===== config.mk =====
export PLATFORM = sky130hd
export DESIGN_NAME = game_flow_controller_flat
export DESIGN_NICKNAME = d
export VERILOG_FILES = /design/src/rtl/game_flow_controller_if.sv /design/src/rtl/game_flow_controller.sv /design/src/flat_wrapper.sv
export SDC_FILE = /design/constraint.sdc
export NUM_CORES = 1
export LEC_CHECK = 0
export ABC_AREA = 0
export CORE_AREA = 2 2 64 112
export CTS_CLUSTER_SIZE = 30
export DETAILED_ROUTE_END_ITERATION = 16
export DIE_AREA = 0 0 66 114
export PLACE_DENSITY = 0.64
export SLEW_MARGIN = 20
export SYNTH_ARGS = -nofsm -noshare
export SYNTH_HDL_FRONTEND = slang
export SYNTH_SLANG_ARGS = --single-unit

===== constraint.sdc =====
create_clock -name clk -period 4 [get_ports clk]
set_input_delay 0.6 -clock clk [delete_from_list [all_inputs] [get_ports clk]]
set_output_delay 0.6 -clock clk [all_outputs]
set_load 0.1 [all_outputs]

===== src/rtl/game_flow_controller_if.sv =====
// Key inputs, score-controller flags and flow outputs of the match sequencer.
// The controller takes the slave view; whatever drives the keys takes the master view.
interface game_flow_controller_if;
    logic       startKey;
    logic       pauseKey;
    logic       tank1Win;
    logic       tank2Win;
    logic       tank1Lose;
    logic       tank2Lose;
    logic       one_sec;
    logic       countEn;
    logic       scoreResetN;
    logic [3:0] countdownDigit;
    logic [2:0] gameState;
    logic [1:0] winner;
    logic [6:0] timeLeft;

    modport master (
        output startKey, pauseKey, tank1Win, tank2Win, tank1Lose, tank2Lose,
        input  one_sec, countEn, scoreResetN, countdownDigit, gameState, winner, timeLeft
    );

    modport slave (
        input  startKey, pauseKey, tank1Win, tank2Win, tank1Lose, tank2Lose,
        output one_sec, countEn, scoreResetN, countdownDigit, gameState, winner, timeLeft
    );
endinterface


===== src/rtl/game_flow_controller.sv =====
// Match sequencer: title/countdown/play/pause/game-over flow, one-second tick and score reset.
// Define MATCH_TIMER_EN to add the match time limit (timeLeft, timeout draw).
module game_flow_controller #(
    parameter int CLK_FREQ_HZ       = 25000000,
    parameter int COUNTDOWN_SEC     = 3,
    parameter int GAMEOVER_HOLD_SEC = 5,
    parameter int MATCH_TIME_SEC    = 99
) (
    input logic                   clk,
    input logic                   reset,
    game_flow_controller_if.slave bus
);
    localparam logic [2:0] IDLE      = 3'd0;
    localparam logic [2:0] COUNTDOWN = 3'd1;
    localparam logic [2:0] PLAY      = 3'd2;
    localparam logic [2:0] PAUSE     = 3'd3;
    localparam logic [2:0] GAME_OVER = 3'd4;

`ifdef MATCH_TIMER_EN
    localparam bit TIMER_EN = 1'b1;
`else
    localparam bit TIMER_EN = 1'b0;
`endif

    localparam int              PW        = $clog2(CLK_FREQ_HZ);
    localparam int              HW        = $clog2(GAMEOVER_HOLD_SEC + 2);
    localparam logic [PW-1:0]   PS_LAST   = PW'(CLK_FREQ_HZ - 1);
    localparam logic [HW-1:0]   HOLD_LAST = HW'(GAMEOVER_HOLD_SEC);
    localparam logic [3:0]      CD_LOAD   = 4'(COUNTDOWN_SEC);
    localparam logic [6:0]      TL_LOAD   = TIMER_EN ? 7'(MATCH_TIME_SEC) : 7'd0;

    logic [2:0]    state, state_n;
    logic [PW-1:0] cnt, cnt_n;
    logic          tick;
    logic [3:0]    digit, digit_n;
    logic [1:0]    winner, winner_n, flag_winner;
    logic          score_rst_n;
    logic [HW-1:0] hold_cnt, hold_n;
    logic [6:0]    time_left, tl_n;
    logic          start_q, pause_q;
    logic          start_press, pause_press, flag, timeout, hold_done, enter_cd;

    assign start_press = bus.startKey & ~start_q;
    assign pause_press = bus.pauseKey & ~pause_q;
    assign flag        = bus.tank1Win | bus.tank2Win | bus.tank1Lose | bus.tank2Lose;
    assign hold_done   = (hold_cnt >= HOLD_LAST);
    assign timeout     = TIMER_EN && tick && (time_left == 7'd1);

    always_comb begin
        if (bus.tank1Win)       flag_winner = 2'b01;
        else if (bus.tank2Win)  flag_winner = 2'b10;
        else if (bus.tank1Lose) flag_winner = 2'b10;
        else                    flag_winner = 2'b01;
    end

    always_comb begin
        state_n  = state;
        digit_n  = digit;
        winner_n = winner;
        hold_n   = hold_cnt;
        tl_n     = time_left;
        enter_cd = 1'b0;
        case (state)
            IDLE: enter_cd = start_press;
            COUNTDOWN: begin
                if (tick) begin
                    if (digit == 4'd1) begin
                        state_n = PLAY;
                        digit_n = 4'd0;
                        tl_n    = TL_LOAD;
                    end else begin
                        digit_n = digit - 4'd1;
                    end
                end
            end
            PLAY: begin
                if (tick && time_left != 7'd0) tl_n = time_left - 7'd1;
                // Score flags outrank the timeout, which outranks pause.
                if (flag) begin
                    state_n  = GAME_OVER;
                    winner_n = flag_winner;
                end else if (timeout) begin
                    state_n  = GAME_OVER;
                    winner_n = 2'b11;
                end else if (pause_press) begin
                    state_n = PAUSE;
                end
                if (state_n == GAME_OVER) hold_n = '0;
            end
            PAUSE: if (pause_press) state_n = PLAY;
            GAME_OVER: begin
                if (tick && !hold_done) hold_n = hold_cnt + 1'b1;
                enter_cd = start_press && hold_done;
            end
            default: state_n = IDLE;
        endcase
        if (enter_cd) begin
            state_n  = COUNTDOWN;
            digit_n  = CD_LOAD;
            winner_n = 2'b00;
        end
        // Prescaler restarts on countdown entry and freezes while paused.
        if (enter_cd)             cnt_n = '0;
        else if (state == PAUSE)  cnt_n = cnt;
        else if (cnt == PS_LAST)  cnt_n = '0;
        else                      cnt_n = cnt + 1'b1;
    end

    always_ff @(posedge clk or posedge reset) begin
        if (reset) begin
            state       <= IDLE;
            cnt         <= '0;
            tick        <= 1'b0;
            digit       <= 4'd0;
            winner      <= 2'b00;
            score_rst_n <= 1'b1;
            hold_cnt    <= '0;
            time_left   <= 7'd0;
            start_q     <= 1'b0;
            pause_q     <= 1'b0;
        end else begin
            state       <= state_n;
            cnt         <= cnt_n;
            tick        <= (cnt_n == PS_LAST) && (state_n != PAUSE);
            digit       <= digit_n;
            winner      <= winner_n;
            score_rst_n <= ~enter_cd;
            hold_cnt    <= hold_n;
            time_left   <= tl_n;
            start_q     <= bus.startKey;
            pause_q     <= bus.pauseKey;
        end
    end

    assign bus.one_sec        = tick;
    assign bus.countEn        = (state == PLAY);
    assign bus.scoreResetN    = score_rst_n;
    assign bus.countdownDigit = digit;
    assign bus.gameState      = state;
    assign bus.winner         = winner;
    assign bus.timeLeft       = time_left;
endmodule


===== src/flat_wrapper.sv =====
// flat-port wrapper written by rule: the top's interface ports become plain ports
module game_flow_controller_flat 
#(
    parameter int CLK_FREQ_HZ       = 25000000,
    parameter int COUNTDOWN_SEC     = 3,
    parameter int GAMEOVER_HOLD_SEC = 5,
    parameter int MATCH_TIME_SEC    = 99
)
  (clk, reset, bus_startKey, bus_pauseKey, bus_tank1Win, bus_tank2Win, bus_tank1Lose, bus_tank2Lose, bus_one_sec, bus_countEn, bus_scoreResetN, bus_countdownDigit, bus_gameState, bus_winner, bus_timeLeft);
  game_flow_controller_if bus_i ();
  input logic clk;
  input logic reset;
  input wire logic [$bits(bus_i.startKey)-1:0] bus_startKey;
  input wire logic [$bits(bus_i.pauseKey)-1:0] bus_pauseKey;
  input wire logic [$bits(bus_i.tank1Win)-1:0] bus_tank1Win;
  input wire logic [$bits(bus_i.tank2Win)-1:0] bus_tank2Win;
  input wire logic [$bits(bus_i.tank1Lose)-1:0] bus_tank1Lose;
  input wire logic [$bits(bus_i.tank2Lose)-1:0] bus_tank2Lose;
  output wire logic [$bits(bus_i.one_sec)-1:0] bus_one_sec;
  output wire logic [$bits(bus_i.countEn)-1:0] bus_countEn;
  output wire logic [$bits(bus_i.scoreResetN)-1:0] bus_scoreResetN;
  output wire logic [$bits(bus_i.countdownDigit)-1:0] bus_countdownDigit;
  output wire logic [$bits(bus_i.gameState)-1:0] bus_gameState;
  output wire logic [$bits(bus_i.winner)-1:0] bus_winner;
  output wire logic [$bits(bus_i.timeLeft)-1:0] bus_timeLeft;
  assign bus_i.startKey = bus_startKey;
  assign bus_i.pauseKey = bus_pauseKey;
  assign bus_i.tank1Win = bus_tank1Win;
  assign bus_i.tank2Win = bus_tank2Win;
  assign bus_i.tank1Lose = bus_tank1Lose;
  assign bus_i.tank2Lose = bus_tank2Lose;
  assign bus_one_sec = bus_i.one_sec;
  assign bus_countEn = bus_i.countEn;
  assign bus_scoreResetN = bus_i.scoreResetN;
  assign bus_countdownDigit = bus_i.countdownDigit;
  assign bus_gameState = bus_i.gameState;
  assign bus_winner = bus_i.winner;
  assign bus_timeLeft = bus_i.timeLeft;
  game_flow_controller #(.CLK_FREQ_HZ(CLK_FREQ_HZ), .COUNTDOWN_SEC(COUNTDOWN_SEC), .GAMEOVER_HOLD_SEC(GAMEOVER_HOLD_SEC), .MATCH_TIME_SEC(MATCH_TIME_SEC)) u_core (.clk(clk), .reset(reset), .bus(bus_i));
endmodule

Yosys cells after proc, flatten, opt, wreduce, memory -nomap -nowiden
Index checks and enable logic that the tools add are counted.
- bitwise logic cells: 8
- magnitude comparators: 1
- equal/unequal tests: 14
- muxes and demuxes: 29
- $add $sub $neg: 4
- reduce and logical (&&, ||, !) cells: 18
- operator list (cell ; count):
    25-bit 2-to-1 mux ; 3
    25-bit equality test, second input constant ; 2
    3-bit 2-to-1 mux ; 9
    25-bit by 1-bit adder with 25-bit output, second input constant ; 1
    7-bit 2-to-1 mux ; 3
    4-bit 2-to-1 mux ; 4
    7-bit one-hot mux with 2 select lines ; 1
    2-bit 2-to-1 mux ; 6
    3-bit one-hot mux with 4 select lines ; 1
    2-bit nonzero test ; 6
    2-bit by 1-bit != test with 1-bit output, second input constant ; 5
    7-bit nonzero test ; 1
    7-bit by 1-bit subtractor with 7-bit output, second input constant ; 1
    3-bit by 2-bit equality test with 1-bit output, second input constant ; 2
    3-bit equality test, second input constant ; 2
    3-bit one-hot mux with 2 select lines ; 1
    4-bit by 1-bit equality test with 1-bit output, second input constant ; 1
    1-bit logical AND ; 4
    2-bit AND reduction ; 2
    4-bit AND reduction ; 1
    4-bit by 1-bit subtractor with 4-bit output, second input constant ; 1
    3-bit by 1-bit adder with 3-bit output, second input constant ; 1
    3-bit by 1-bit equality test with 1-bit output, second input constant ; 1
    3-bit greater-or-equal comparator, second input constant ; 1
    9 further kinds ; 14
- register bits: 48
- output and inout port bits: 19
- bits of input ports: 8

Longest topological paths before layout
- depth in word-level cells: 9
- mapped depth: 9
- gate-level depth less buffers: 9

Worst setup path after synthesis
OpenSTA, ideal clock, no wires.
- kind: register -> register
- start: register u_core.state[2], in the netlist u_core.bus.gameState[2]
- end: register u_core.time_left[5], in the netlist u_core.bus.timeLeft[5]
- buffers on the path: 1
- path slack: 132 ps
- stages on the path, launching flop included: 8
- arrival: 3746 ps
- setup time: 122 ps
- path through: dfrtp_1 -> buf_4 -> nand2b_1 -> nor2_1 -> o311ai_1 -> nor4_1 -> xnor2_1 -> nor2_1
- longest elaborated chain between the ends: 3
- elaborated cells on any way between the ends: 8
- those cells by class: eq/ne (5); mux (1); reduce/logical (2)
- RTL lines (item ; RTL line ; text):
    start, declared ; game_flow_controller.sv:32 ; logic [2:0] state, state_n;
    start signal, assigned ; game_flow_controller.sv:122 ; state <= state_n;
    3-bit by 2-bit equality test with 1-bit output * ; n/a ;
    via bus_countEn ; flat_wrapper.sv:20 ; output wire logic [$bits(bus_i.countEn)-1:0] bus_countEn;
    2-bit by 1-bit != test with 1-bit output (no line) / 2-bit nonzero test (equally long branches) ; n/a ;
    4-bit AND reduction (no line) ; n/a ;
    end signal, assigned ; game_flow_controller.sv:129 ; time_left <= tl_n;
    end, declared ; game_flow_controller.sv:39 ; logic [6:0] time_left, tl_n;
Mark *: on every way through the listed nets, which the timed path passes. The rest lies on a longest branch.
A chain may end at the register's enable or synchronous reset.

Worst setup path in the final report
- start: register u_core.state[2], in the netlist u_core.bus.gameState[2]
- end: output bus_countEn
- longest elaborated chain between the ends: 1
- RTL lines (item ; RTL line ; text):
    3-bit by 2-bit equality test with 1-bit output ; game_flow_controller.sv:136 ; assign bus.countEn = (state == PLAY);
    end, declared ; flat_wrapper.sv:20 ;
Every way passes these cells.

==> flow_summary.ini <==
[worst_setup_path]
cp.arrival_ns = 2.39
cpMaxStageDelayCell = sky130_fd_sc_hd__clkdlybuf4s50_1
cp_num_cells = 3
cpPeakStageDelay_ns = 1.18
crit_path_start_kind = register
critical_path.startpoint = u_core.bus.gameState[2]$_DFF_PP0_
worst_r2r_startpoint = u_core.cnt[0]$_DFF_PP0_
cp.buffers_inverters = 1
critPathKind = reg2out
path_delay_family = buffers and inverters
reg2reg_slack_ns = 1.23
endpoint_kind = output port
worst_setup_path_endpoint = bus_countEn
worst-path-max-fanout = 10
worst-r2r-cell-count = 7
crit_path_cell_trace = nand2b_1 > nor2_1 > clkdlybuf4s50_1
cp_data_required_time_ns = 3.40
reg2reg_to = u_core.bus.one_sec$_DFF_PP0_

[logic_synthesis]
postSynthCellCount = 322
ys.warnings.count = 0
syn-cell-area_um2 = 2900
yosys.cell_types.count = 54
ys_seq_elements = 48
synth_enable_flop_cells = 0
synth.cells.most_frequent = sky130_fd_sc_hd__dfrtp_1, sky130_fd_sc_hd__nor2_1, sky130_fd_sc_hd__nand2_1, sky130_fd_sc_hd__nand3_1, sky130_fd_sc_hd__inv_1
synth_seq_area_share = 0.414
synth_most_common_cell = sky130_fd_sc_hd__dfrtp_1
synth_top_area_share = 0.405
synth_top_flop_cell = sky130_fd_sc_hd__dfrtp_1
fraction_of_synthesis_flops_using_an_asynchronous_set_or_reset_pin = 1.00
netlist.top_cell.by_area = sky130_fd_sc_hd__dfrtp_1
synth.top_cells.by_area = sky130_fd_sc_hd__dfrtp_1, sky130_fd_sc_hd__nor2_1, sky130_fd_sc_hd__xnor2_1
mean_instance_size_in_the_synthesized_netlist_um2 = 9.02
mappedNetlistNets = 337

[layout]
postLayoutCoreUtil = 0.499
design_area_um2 = 3350
area_growth_syn_to_layout_pct = 15.3
insertedDiodeCount = 0
finish.net_count = 356
post_route_cells_drive_above_1_share = 0.0556

[floorplanning]
fp.dieArea_um2 = 7520
start_util = 0.433
num_io_pins = 27
rows = 40
die-height_um = 114
core_region_area_um2 = 6710
width_of_the_die_um = 66

[sta]
fmax_mhz = 334
min_period_over_period = 0.749
worst_hold_slack_ns = 0.486
tightest_slew_ns = 0.983
setup_violation_total_in_the_final_timing_report = 0
period_minus_slack_ns = 2.99
slew_headroom = 0.335
tns_ns = 0
finClkSkew_ns = 0.00432
final-max-slew-violation-count = 0
grt_setup_unrepaired = false
postLayoutSetupSlackWorst_ns = 1.01
finalHoldViolCount = 0

[global_route]
grt_start_max_net_pins = 49
grt_first_pass_wirelength_um = 11600
antenna_found_initial = 0
globalRoute.totalOverflow = 0
grt_pass1_vias = 2454
grt.total_usage = 0.201

[routing]
ant_nets = 0
route.vias.total = 2465
route.final.wire_length_um = 6940
dr.pass1.iters = 4
drtIter0Drc = 96
drc_violation_count_after_routing = 0
via_per_inst = 5.79
post_drt_wl_per_cell_um = 16.3

[power_and_ir_drop]
power.density_nw_per_um2 = 444
leakagePower_nw = 1.41
vdd_drop_max_mv = 0.199

[clocking]
ctsHtreeMaxLevel = 2
number_of_resized_instances_in_the_post_cts_repair_step = 0
tritoncts.num_buffers = 5
cts_tree = yes
cts.root.buffer_cell = sky130_fd_sc_hd__clkbuf_16
cts_max_path_buffers = 2
clk_transition_reported_paths_ns = 0.06
cts_hold_buffers = 0
cts_sinks = 48
clock_insertion_delay_worst_skew_ns = 0.29
total_setup_buffers_inserted_after_cts = 0

[place]
detailed_place.area_um2 = 3170
globalplace.congestion = 0.866
hpwlAfterDp_um = 5120
preCtsSetupSlack_ns = 1.15
buffer_ports.inserted = 26

[status]
status = finished, final reports clean

[run]
maxCapViolCount = 0

[worst_hold_path]
hold_path_depth = 1
min_from = u_core.hold_cnt[2]$_DFFE_PP0P_
min-delay-path-class = reg2reg
## registers in the layout, summed over array words and instances, names as in the netlist
register,count
u_core.start_q,1
u_core.bus.one_sec,1
u_core.bus.scoreResetN,1
u_core.bus.winner,2
u_core.cnt,25
u_core.bus.gameState,3
u_core.bus.countdownDigit,4
u_core.bus.timeLeft,7
u_core.hold_cnt,3
u_core.pause_q,1
## worst reg2reg max path, cell delays in order, from the launching register on
cell,delay [ns]
sky130_fd_sc_hd__dfrtp_1,0.47
sky130_fd_sc_hd__ha_1,0.35
sky130_fd_sc_hd__and4_1,0.32
sky130_fd_sc_hd__nand2_1,0.25
sky130_fd_sc_hd__nor3_1,0.39
sky130_fd_sc_hd__xnor2_1,0.15
sky130_fd_sc_hd__or4_1,0.53
sky130_fd_sc_hd__nor4_2,0.22
## through the flow
| stage | instances | power, mW |
|---|---|---|
| CTS | 426 | 1.50 |
| global placement | 418 | 0.988 |
| global route | 426 | 1.57 |
| detailed placement | 418 | 0.995 |
| finish | 426 | 1.49 |
| floorplan | 322 | 0.903 |
## layout make-up
| class | count | area [µm²] |
|---|---|---|
| clock buffers | 6 | 139 |
| well taps | 84 | 105 |
| clock inverters | 2 | 38.8 |
| multi-input cells | 240 | 1520 |
| repair buffers | 29 | 283 |
| flip-flops and latches | 48 | 1200 |
| inverters | 17 | 65.1 |
| fillers | 649 | 3360 |
## where the power goes
group | switching, mW | total [mW] | internal [mW]
Combinational | 0.255 | 0.372 | 0.117
Sequential | 0.0819 | 0.615 | 0.533
Clock | 0.187 | 0.500 | 0.313
## cells in the final DEF, fill, tap and decap left out, types with 2 or more instances in the layout
| cell | instances |
|---|---|
| sky130_fd_sc_hd__nand3_1 | 20 |
| sky130_fd_sc_hd__xor2_1 | 10 |
| sky130_fd_sc_hd__o211ai_1 | 5 |
| sky130_fd_sc_hd__nand4_1 | 11 |
| sky130_fd_sc_hd__clkdlybuf4s50_1 | 26 |
| sky130_fd_sc_hd__nand2_1 | 20 |
| sky130_fd_sc_hd__a31oi_1 | 3 |
| sky130_fd_sc_hd__mux2i_1 | 3 |
| sky130_fd_sc_hd__nor2_1 | 40 |
| sky130_fd_sc_hd__nor4b_1 | 2 |
| sky130_fd_sc_hd__nand2b_1 | 4 |
| sky130_fd_sc_hd__buf_4 | 3 |
| sky130_fd_sc_hd__xnor2_1 | 15 |
| sky130_fd_sc_hd__and3b_1 | 2 |
| sky130_fd_sc_hd__and4_1 | 4 |
| sky130_fd_sc_hd__nor2b_1 | 4 |
| sky130_fd_sc_hd__nor4_1 | 11 |
| sky130_fd_sc_hd__dfrtp_1 | 47 |
| sky130_fd_sc_hd__or4_1 | 5 |
| sky130_fd_sc_hd__inv_1 | 16 |
| sky130_fd_sc_hd__and3_1 | 5 |
| sky130_fd_sc_hd__o41ai_1 | 2 |
| sky130_fd_sc_hd__ha_1 | 7 |
| sky130_fd_sc_hd__o21ai_0 | 11 |
| sky130_fd_sc_hd__nor3b_1 | 2 |
| sky130_fd_sc_hd__nor3_1 | 9 |
| sky130_fd_sc_hd__a21oi_1 | 16 |
| sky130_fd_sc_hd__nand4b_1 | 2 |
| sky130_fd_sc_hd__clkbuf_16 | 5 |
| sky130_fd_sc_hd__or3_1 | 5 |
## cells by family after synthesis
kind of cell | synth area share
AND/OR/NAND/NOR | 0.292
XOR/XNOR | 0.0754
adder cells (fa/ha/maj) | 0.0302
AO/OA/AOI/OAI | 0.114
buffers and inverters | 0.0642
multiplexers | 0.0103
flip-flops | 0.414
## how the worst min path moves through the flow
stage and to:
2_1_floorplan u_core.hold_cnt[2]$_DFFE_PP0P_, 3_3_place_gp u_core.hold_cnt[2]$_DFFE_PP0P_, 3_5_place_dp u_core.hold_cnt[2]$_DFFE_PP0P_, 4_1_cts u_core.hold_cnt[2]$_DFFE_PP0P_, 5_1_grt u_core.hold_cnt[2]$_DFFE_PP0P_, 6_report u_core.hold_cnt[2]$_DFFE_PP0P_
## per-layer routing
layer  GRT usage  routed length (µm)  vias up
met2       0.360                3780       78
met3      0.0316                 310       22
met1       0.212                2540     1173
met5           0                   0        -
li1            -                   -     1192
met4       0.124                 314        0
Note: power is estimated with default switching activity, not from simulation.
==> patch 1, RTL diff (config.mk and constraints unchanged) <==
`CLK_FREQ_HZ` is set to 25000000 in 2 places; all go to 100000000.
--- a/src/rtl/game_flow_controller.sv
+++ b/src/rtl/game_flow_controller.sv
@@ -3,3 +3,3 @@
 module game_flow_controller #(
-    parameter int CLK_FREQ_HZ       = 25000000,
+    parameter int CLK_FREQ_HZ       = 100000000,
     parameter int COUNTDOWN_SEC     = 3,
--- a/src/flat_wrapper.sv
+++ b/src/flat_wrapper.sv
@@ -3,3 +3,3 @@
 #(
-    parameter int CLK_FREQ_HZ       = 25000000,
+    parameter int CLK_FREQ_HZ       = 100000000,
     parameter int COUNTDOWN_SEC     = 3,
Check against the original RTL: same outputs for any inputs over 10 cycles, from zero or initial values and one cycle with reset high; that may be too few to reach the edited logic, so the function may still have changed.
==> patch 1 against the original RTL <==
Via count is 4.5% lower; synthesized area is 0.47% lower; utilization is 0.24 points higher; sequential cell count is 2 higher; worst setup slack worse by 0.066 ns; total power is 12% lower; wire length is 2.2% higher; final area is 0.49% higher; global-route usage is 0.69 points higher; clock power is 12% lower; critical endpoint unchanged.
==> patch 1: results <==
{
  "gp_congestion": 0.848,
  "yosysSeqAreaShare_pct": 43.3,
  "max-vdd-ir-drop_mv": 0.262,
  "dr.first_iter.drc_count": 105,
  "cp_max_fo": 8,
  "grt_use_total_pct": 20.8,
  "synth_cell_type_count": 60,
  "grt_pass1_vias": 2415,
  "status": "complete, no violations",
  "arrival_ns": 2.46,
  "p_leak_nw": 1.44,
  "worstReg2RegEnd": "u_core.cnt[7]",
  "ys_top_cells_by_area": "dfrtp_1 (42%), xnor2_1 (5.2%), nor2_1 (4.9%)",
  "relSlewSlack_pct": 35.3,
  "wl_met2_um": 3980,
  "dr_wl_met3_um": 189,
  "hold-worst-slack_ns": 0.526,
  "nets": 343,
  "drive_gt1_share_pct": 8.81,
  "placed_area_um2": 3210,
  "clock_skew_ns": 0.00393,
  "min_from": "u_core.hold_cnt[0]",
  "yosys.area_share.adder_pct": 3.03,
  "fin_crit_sh_pct": 76.5,
  "post_layout_nonfiller_instances": 413,
  "syn_avg_cell_area_um2": 9.54,
  "largest_register_ffs": 27,
  "reg2reg_depth": 5,
  "wirelength_um": 7100,
  "hold_path_end": "u_core.hold_cnt[0]"
}
## patch 1: cell count changes in the layout (fill, tap and decap cells not counted), moves of 3 or more
cell	unedited run	this run
a21oi_1	16	12
o211ai_1	5	2
o22ai_1	0	4
nor4_4	0	3
nand3_1	20	16
nand4_1	11	8
nor4_1	11	4
## patch 1: final cells by class
cell class,count,area [um2],share of cell area (%)
Timing Repair Buffer,27,268,7.96
Tap cell,84,105,3.12
Sequential cell,50,1250,37.2
Clock inverter,2,12.5,0.372
Inverter,17,65.1,1.93
Clock buffer,6,139,4.13
Multi-Input combinational cell,227,1520,45.3
## patch 1: cell families (layout without fill, tap and decap cells)
| family | Yosys count | count (layout) |
|---|---|---|
| xor+xnor | 29 | 29 |
| fa+ha+maj | 7 | 7 |
| simple gates | 144 | 144 |
| flops | 50 | 50 |
| compound gates | 46 | 46 |
| buf+inv | 26 | 52 |
| mux | 1 | 1 |
## patch 1: power by group
part	switching, mW	internal, mW
sequential	0.0701	0.548
combinational	0.154	0.0936
clock	0.191	0.248
==> patch 2, RTL diff (config.mk and constraints unchanged) <==
Without the edit above. Make the reset (`reset`) synchronous in one clocked block.
--- a/src/rtl/game_flow_controller.sv
+++ b/src/rtl/game_flow_controller.sv
@@ -108,3 +108,3 @@
 
-    always_ff @(posedge clk or posedge reset) begin
+    always_ff @(posedge clk) begin
         if (reset) begin
Function: differs if reset is asserted again (counterexample within 4 cycles, from zero or initial values and one cycle with reset high); with reset held inactive, the same outputs for 10 cycles.
==> patch 2 against the original RTL <==
Critical path depth grew 3; hold slack lost 0.00093 ns; sequential cell count is the same; wire length shrank 9.9%; synthesized area shrank 10%; final area shrank 8.8%; worst setup slack gained 0.29 ns; critical path type is now register to register.
Power is not compared: it rests on default switching activity, and its combinational part moved more than twofold at a synthesized area within 25%.
==> patch 2: results <==
{
  "arrival_ns": 2.91,
  "status": "complete, no violations",
  "placed_area_um2": 2900,
  "num_antenna_cells": 0,
  "slowest_stage": "or4b_1",
  "nClkBuffers": 6,
  "yosysSeqAreaShare_pct": 36.9,
  "async_flop_share_pct": 0,
  "synth_cell_type_count": 55,
  "dp_worst_setup_slack_ns": 0.962,
  "regToRegStartpoint": "u_core.bus.gameState[2]",
  "grt_use_total_pct": 18.2,
  "nNonClkInverters": 13,
  "slowest_delay_ns": 0.54,
  "fillers": 695,
  "seq_share_pct": 31.5,
  "place_hpwl_um": 4800,
  "crit_end": "u_core.bus.one_sec",
  "clk_share_pct": 5.04,
  "dr.first_iter.drc_count": 97,
  "buffer_area_share_pct": 8.68,
  "non_clock_buffer_count": 27,
  "grt_pass1_vias": 2244,
  "grt_start_max_net_pins": 25,
  "ys_top_cells_by_area": "dfxtp_1 (37%), nor2_1 (7.4%), xor2_1 (6.1%)",
  "cp_max_fo": 13,
  "vias": 2249,
  "p_leak_nw": 1.07,
  "worst-setup-path-type": "register to register",
  "setup_ws_ns": 1.29,
  "tightest_slew_ns": 1.02,
  "synthCells": 315,
  "drive_gt1_share_pct": 6.87,
  "grt_pass1_wl_um": 10500,
  "post_layout_nonfiller_instances": 419,
  "nets": 349,
  "gp_congestion": 0.871,
  "synth-main-ff-cell": "dfxtp_1",
  "reg2reg_depth": 6,
  "yosys-top-cells-count": "nor2_1 (51), dfxtp_1 (48), nand2_1 (24)",
  "multiInputCombCellCount": 239,
  "place_inst": 411,
  "clock_skew_ns": 0.00410,
  "areaGrowthSynthToFinish_pct": 17.4,
  "yosysMostFrequentCell": "nor2_1",
  "worstSkewPairLatency_ns": 0.29,
  "wl_per_cell_um": 14.9,
  "multi_input_area_share_pct": 49.8,
  "yosys_warnings": 0
}
## patch 2: cell types whose count changed after synthesis, sizes merged, moves of 5 or more
cell   before  now
a21oi      16   10
nor3        9   16
o21ai      12    2
buf        14    8
nand3      20   13
xor2       10   18
nor2       40   51
nand2      20   25
dfxtp       0   48
dfrtp      47    0
## patch 2: cells by family (layout without fill, tap and decap cells)
group	after synthesis	in the layout	synth area share (%)
fa+ha+maj	7	7	3.37
simple gates	164	164	34.8
xor+xnor	33	33	11.1
buf+inv	28	48	4.66
mux	1	1	0.385
compound gates	34	34	8.80
flops	48	48	36.9
## patch 2: worst max-delay path, delay by kind of cell (launching register included)
kind | cells | cell delay (ns)
AO/OA/AOI/OAI | 1 | 0.10
flip-flops | 1 | 0.46
AND/OR/NAND/NOR | 5 | 2.06
## patch 2: metal layers
metal	GRT usage, %	routed length, um
met1	17.2	2330
met2	33.7	3380
met4	12.7	333
met3	3.55	208
met5	0	0
## patch 2: report_power, final
group | internal [mW] | total, mW | switching [mW] | leakage, nW
Combinational | 0.0258 | 0.0791 | 0.0533 | 0.609
Sequential | 0.485 | 0.494 | 0.00943 | 0.388
Clock | 0.249 | 0.431 | 0.182 | 0.0691
## patch 2: how the worst min path moves through the flow
stage | from | endpoint | slack (ns) | cells past startpoint
after global placement | u_core.bus.winner[1] | u_core.bus.winner[1] | 0.47 | 2
after global routing | u_core.hold_cnt[1] | u_core.hold_cnt[1] | 0.52 | 2
after detailed placement | u_core.hold_cnt[1] | u_core.hold_cnt[1] | 0.48 | 2
after CTS | u_core.hold_cnt[1] | u_core.hold_cnt[1] | 0.49 | 2
final | u_core.hold_cnt[1] | u_core.hold_cnt[1] | 0.49 | 2
after floorplan | u_core.hold_cnt[1] | u_core.hold_cnt[1] | 0.46 | 2
